`src/rtl/aes_mix_columns_iter.sv`:
```
// aes_mix_columns_iter: iterative AES MixColumns / InvMixColumns over the full 128-bit state.
// The state is buffered once and mixed in place, ColsPerCycle columns per clock.
// Optional final-round bypass is compiled in when AES_MIXCOL_BYPASS_EN is defined; it adds
// the bypass_i input port.

package aes_pkg;
    typedef enum logic [2:0] {
        CIPH_FWD = 3'b001,
        CIPH_INV = 3'b010
    } ciph_op_e;
endpackage

module aes_mix_columns_iter #(
    parameter int unsigned ColsPerCycle = 1
) (
    input  logic                 clk_i,
    input  logic                 rst_i,
    input  aes_pkg::ciph_op_e    op_i,
`ifdef AES_MIXCOL_BYPASS_EN
    input  logic                 bypass_i,
`endif
    input  logic                 in_valid_i,
    output logic                 in_ready_o,
    input  logic [3:0][3:0][7:0] state_i,
    output logic                 out_valid_o,
    input  logic                 out_ready_i,
    output logic [3:0][3:0][7:0] state_o,
    output logic                 err_o
);
    import aes_pkg::*;

    if (!(ColsPerCycle == 1 || ColsPerCycle == 2 || ColsPerCycle == 4)) begin : gen_bad_cfg
        $error("aes_mix_columns_iter: ColsPerCycle must be 1, 2 or 4");
    end

    localparam logic [2:0] CntStep = 3'(ColsPerCycle);

    typedef enum logic [1:0] {
        StIdle,
        StBusy,
        StDone
    } fsm_e;

    // GF(2^8) multiply by x, reduced by the AES polynomial.
    function automatic logic [7:0] xtime(input logic [7:0] b);
        return {b[6:0], 1'b0} ^ (b[7] ? 8'h1b : 8'h00);
    endfunction

    // Single-column mix; byte i of the column is row i of the state.
    function automatic logic [3:0][7:0] mix_column(input logic [3:0][7:0] a, input logic inv);
        logic [3:0][7:0] x2, x4, x8, y;
        logic [1:0] i0, i1, i2, i3;
        for (int i = 0; i < 4; i++) begin
            x2[i] = xtime(a[i]);
            x4[i] = xtime(x2[i]);
            x8[i] = xtime(x4[i]);
        end
        for (int i = 0; i < 4; i++) begin
            i0 = 2'(i);
            i1 = i0 + 2'd1;
            i2 = i0 + 2'd2;
            i3 = i0 + 2'd3;
            if (inv) begin
                // {0e, 0b, 0d, 09} circulant
                y[i] = (x8[i0] ^ x4[i0] ^ x2[i0]) ^
                       (x8[i1] ^ x2[i1] ^ a[i1]) ^
                       (x8[i2] ^ x4[i2] ^ a[i2]) ^
                       (x8[i3] ^ a[i3]);
            end else begin
                // {02, 03, 01, 01} circulant
                y[i] = x2[i0] ^ (x2[i1] ^ a[i1]) ^ a[i2] ^ a[i3];
            end
        end
        return y;
    endfunction

    fsm_e                  st_q;
    logic [2:0]            cnt_q;
    logic [2:0]            cnt_next;
    logic [3:0][3:0][7:0]  state_q;
    logic [3:0][3:0][7:0]  state_mixed;
    ciph_op_e              op_q;
    logic                  err_q;
    logic                  out_valid_q;
    logic                  accept;
    logic                  op_bad;
    logic                  load_bypass;
    logic                  mix_inv;

    logic [ColsPerCycle-1:0][1:0]       col_idx;
    logic [ColsPerCycle-1:0][3:0][7:0]  col_in;
    logic [ColsPerCycle-1:0][3:0][7:0]  col_out;

`ifdef AES_MIXCOL_BYPASS_EN
    assign load_bypass = bypass_i;
`else
    assign load_bypass = 1'b0;
`endif

    // Anything other than CIPH_INV mixes forward, including illegal op codes.
    assign mix_inv  = (op_q == CIPH_INV);
    assign op_bad   = (op_i != CIPH_FWD) && (op_i != CIPH_INV);
    assign cnt_next = cnt_q + CntStep;
    assign accept   = in_valid_i && in_ready_o;

    // One mixer per column handled in a cycle; counter selects which group is current.
    for (genvar g = 0; g < int'(ColsPerCycle); g++) begin : gen_mix
        assign col_idx[g] = cnt_q[1:0] + 2'(g);
        for (genvar r = 0; r < 4; r++) begin : gen_row
            assign col_in[g][r] = state_q[r][col_idx[g]];
        end
        assign col_out[g] = mix_column(col_in[g], mix_inv);
    end

    // Write the freshly mixed column group back over the buffered state.
    always_comb begin
        state_mixed = state_q;
        for (int g = 0; g < int'(ColsPerCycle); g++) begin
            for (int r = 0; r < 4; r++) begin
                state_mixed[r][col_idx[g]] = col_out[g][r];
            end
        end
    end

    // Ready depends only on FSM state and downstream ready, so DONE can hand over and reload.
    always_comb begin
        in_ready_o = 1'b0;
        unique case (st_q)
            StIdle:  in_ready_o = 1'b1;
            StDone:  in_ready_o = out_ready_i;
            default: in_ready_o = 1'b0;
        endcase
    end

    // Control FSM, state buffer, counter and sticky error flag.
    always_ff @(posedge clk_i) begin
        if (rst_i) begin
            st_q        <= StIdle;
            cnt_q       <= '0;
            state_q     <= '0;
            op_q        <= CIPH_FWD;
            err_q       <= 1'b0;
            out_valid_q <= 1'b0;
        end else if (accept) begin
            // Reached from IDLE or from DONE while the result is being consumed.
            state_q <= state_i;
            op_q    <= op_i;
            cnt_q   <= '0;
            if (op_bad) begin
                err_q <= 1'b1;
            end
            if (load_bypass) begin
                st_q        <= StDone;
                out_valid_q <= 1'b1;
            end else begin
                st_q        <= StBusy;
                out_valid_q <= 1'b0;
            end
        end else begin
            unique case (st_q)
                StBusy: begin
                    state_q <= state_mixed;
                    cnt_q   <= cnt_next;
                    if (cnt_next == 3'd4) begin
                        st_q        <= StDone;
                        out_valid_q <= 1'b1;
                    end
                end
                StDone: begin
                    if (out_ready_i) begin
                        st_q        <= StIdle;
                        out_valid_q <= 1'b0;
                    end
                end
                default: ;
            endcase
        end
    end

    assign out_valid_o = out_valid_q;
    assign state_o     = state_q;
    assign err_o       = err_q;

endmodule

```
`config.mk`:
```
export PLATFORM = sky130hd
export DESIGN_NAME = aes_mix_columns_iter
export DESIGN_NICKNAME = d
export VERILOG_FILES = /design/src/rtl/aes_mix_columns_iter.sv
export SDC_FILE = /design/constraint.sdc
export NUM_CORES = 1
export LEC_CHECK = 0
export BUFFER_PORTS_ARGS = -buffer_cell sky130_fd_sc_hd__clkbuf_2
export CAP_MARGIN = 20
export CELL_PAD_IN_SITES_DETAIL_PLACEMENT = 1
export CELL_PAD_IN_SITES_GLOBAL_PLACEMENT = 1
export CORE_ASPECT_RATIO = 1.5
export CORE_MARGIN = 2
export CORE_UTILIZATION = 35
export CTS_CLUSTER_SIZE = 16
export DETAILED_ROUTE_END_ITERATION = 8
export PLACE_DENSITY = 0.73
export SETUP_SLACK_MARGIN = 0.5
export SLEW_MARGIN = 10
export SYNTH_ARGS = -nofsm -noshare
export SYNTH_HDL_FRONTEND = slang
export SYNTH_SLANG_ARGS = --single-unit
```
`constraint.sdc`:
```
create_clock -name clk_i -period 3.6 [get_ports clk_i]
set_clock_uncertainty 0.2 [all_clocks]
set_input_delay 1.08 -clock clk_i [delete_from_list [all_inputs] [get_ports clk_i]]
set_output_delay 1.08 -clock clk_i [all_outputs]
set_load 0.05 [all_outputs]
```
==> results.toml <==
[synthesis]
ys_ff_latch = 137
netlist-cell-type-count = 45
synth_area_leaders = "dfxtp_1 32%, a22oi_1 11%, xnor2_1 10%, a21oi_1 6.8%, mux4_2 5.8%"
synth_edf_count = 0
ys.flop_type = "dfxtp_1"
seq_area_frac_synth = 0.3201
ys_warn_count = 0
synth_area_um2 = 8567
synthArstFlopShare = 0
yosys.area.top_type_share = 0.3201
synth_most_common_cell = "dfxtp_1"
avgSynthCellArea_um2 = 9.561
syn-num-nets = 1036
synth_commonest_cells = "137 x dfxtp_1, 128 x a22oi_1, 127 x nand2_1"
netlist_instances = 896
yosys.area.top_type = "dfxtp_1"

[timing]
finalHoldViolations = 0
finalCritPeriodShare = 0.9726
fmax_ghz = 0.2856
finalSetupTns_ps = 0
worst_slack_ps = 98.63
slew_headroom = 0.2946
min_period_ps = 3501
slew_viol_final = 0
hold-worst-slack_ps = 247.0
rsz0062_at_grt = "yes"
worstMarginPinSlew_ps = 1056
final-setup-viol-count = 0

[cts]
clk_path_buf_depth = 2
cts.clk_slew.worst_paths_ps = 60
clk-insertion-delay-late_ps = 440
cts_tree = "done"
cts_made_buffers = 17
clkSinkCount = 137
cts-htree-levels = 4
clk_root_buffer_cell = "clkbuf_16"

[power]
irDropWorstVdd_v = 0.0003864
power_switching_share = 0.4458
total_power_uw = 11760
p_comb_frac = 0.687
p_int_uw = 6517
leakage_uw = 0.005276
seq_power_share = 0.157
power_density_nw_per_um2 = 927.8
p_clk_frac = 0.156
switching_power_uw = 5241

[worst_setup_path]
worst_setup_path_start_kind = "flop"
cp.required_ps = 3670
r2r_setup_slack_ps = 100
end_kind = "flop"
cp_max_fo = 7
worstSetupPathType = "flop to flop"
cp.arrival_ps = 3570
r2r_start = "cnt_q[0]"
r2r_end = "state_o[62]"
reg2regPathDepth = 11

[placement]
dp_slack_ps = 2.870
placed_cell_area_um2 = 10480
gp_congestion = 0.9360
hpwl_um = 24870
port_buffers = 265

[detailed_routing]
vias_per_cell = 5.678
vias = 8807
wl_per_cell_um = 25.45
wl_um = 39470
drtAntennaViolNets = 0
drtPass1Iterations = 6
initialDrtViolationCount = 645
drc = 0

[hold_path]
min_to = "err_o"
hold_path_depth = 2
min_from = "err_o"
hold_class = "flop to flop"

[cells_and_area]
drive_above_1_share = 0.4857
diodes = 0
n_fill_cell = 2743
stdcell_area_um2 = 12670
nNetsFinal = 1355
syn_to_final_growth_pct = 47.93

[status]
status = "finished clean"

[die]
die_y_um = 195.6
dieArea_um2 = 25770
core_region_area_um2 = 24260
rows = 70
num_io_pins = 266
initial_core_util = 0.3531
die-width_um = 131.7

[global_route]
grt_max_degree = 135
first_global_vias = 9307
grt_usage = 0.2817
gr-total-overflow = 0
antenna_found_initial = 0
grt_pass1_wl_um = 55210

[job]
max_cap_viol_count = 0
==> state kept, by name (all words and copies together), names as in the netlist <==
name / count
st_q: 2
err_o: 1
state_o: 128
cnt_q: 3
op_q: 3
==> placed cells by master, fill, tap and decap left out, drive strengths merged, types with 5 or more instances in the layout <==
cell and instances:
mux2i 6, nand2b 5, xor3 7, dfxtp 137, o21a 8, clkinv 6, clkbuf 283, xnor3 17
nand2 130, a22oi 128, xnor2 118, nor3 12, xor2 32, nor2b 5, nor2 29, mux4 32
o21ai 6, and2 5, ha 5, buf 108, a21oi 117
==> what timing repair did <==
item | in CTS | in global routing
hold buffers | 0 | 0
endpoints found under the setup margin | 128 | 128
gates resized for setup | 89 | 93
pin swaps | 93 | 65
gates cloned | 1 | 0
buffers inserted | 37 | 34
==> logic make-up (layout without fill, tap and decap cells) <==
family,Yosys count,in the layout,share of synthesized area
AOI/OAI and AO/OA,272,272,0.2029
muxes,38,38,0.09595
and+or+nand+nor,194,194,0.09581
adders and majority gates,5,5,0.007302
buffers and inverters,76,407,0.04308
xor gates and xnor gates,174,174,0.2348
DFF,137,137,0.3201
==> area by class of cell <==
cell class / instances / area [µm²] / area share
repair buffers: 372 / 2387 / 0.1884
flip-flops and latches: 137 / 2748 / 0.2168
multi-input cells: 683 / 6515 / 0.5141
clock inverters: 12 / 150.1 / 0.01185
well taps: 324 / 405.4 / 0.03199
inverters: 4 / 15.01 / 0.001185
clock buffers: 19 / 452.9 / 0.03574
==> worst max-delay path by stage <==
| stage | from | to | slack, ps | cells after the start |
|---|---|---|---|---|
| final | cnt_q[0] | state_o[62] | 100 | 11 |
| after global routing | cnt_q[0] | state_o[110] | 50 | 11 |
| after CTS | cnt_q[0] | state_o[68] | 240 | 10 |
| after detailed placement | cnt_q[0] | state_o[100] | 3 | 10 |
| after global placement | cnt_q[0] | state_o[44] | 80 | 10 |
| after floorplan | cnt_q[0] | state_o[100] | 410 | 10 |
==> worst max-delay path, stage by stage (launching register included) <==
cell     delay [ps]
dfxtp_4         420
buf_8           150
buf_8           130
mux4_2          570
buf_12          170
xnor2_4         130
xnor2_2         230
xnor3_1         500
nor2_2          270
xnor3_2         340
nand2_1         110
a21oi_1         100
==> power by group through the flow <==
| stage | clock network (µW) | registers, µW | logic (µW) |
|---|---|---|---|
| final | 1840 | 1850 | 8070 |
| after global routing | 1910 | 1860 | 8330 |
| after floorplan | 0 | 2360 | 3820 |
| after global placement | 0 | 1870 | 5640 |
| after detailed placement | 0 | 1870 | 5740 |
| after CTS | 1830 | 1840 | 6790 |
==> layer usage <==
layer  routed length [µm]  GRT usage  share of wire  vias up
li1                     -          -              -     3839
met1                13590     0.2982           0.34     4364
met2                21040     0.5336           0.53      460
met3                 2237    0.04076          0.057      144
met4                 2606     0.1510          0.066        0
met5                    0          0              0        -
==> stage by stage <==
stage,util,cells
final,0.5224,1551
after CTS,0.4909,1516
after global routing,0.5224,1551
after detailed placement,0.4320,1447
after floorplan,-,896
after global placement,0.4312,1446
Note: power is estimated with default switching activity, not from simulation.
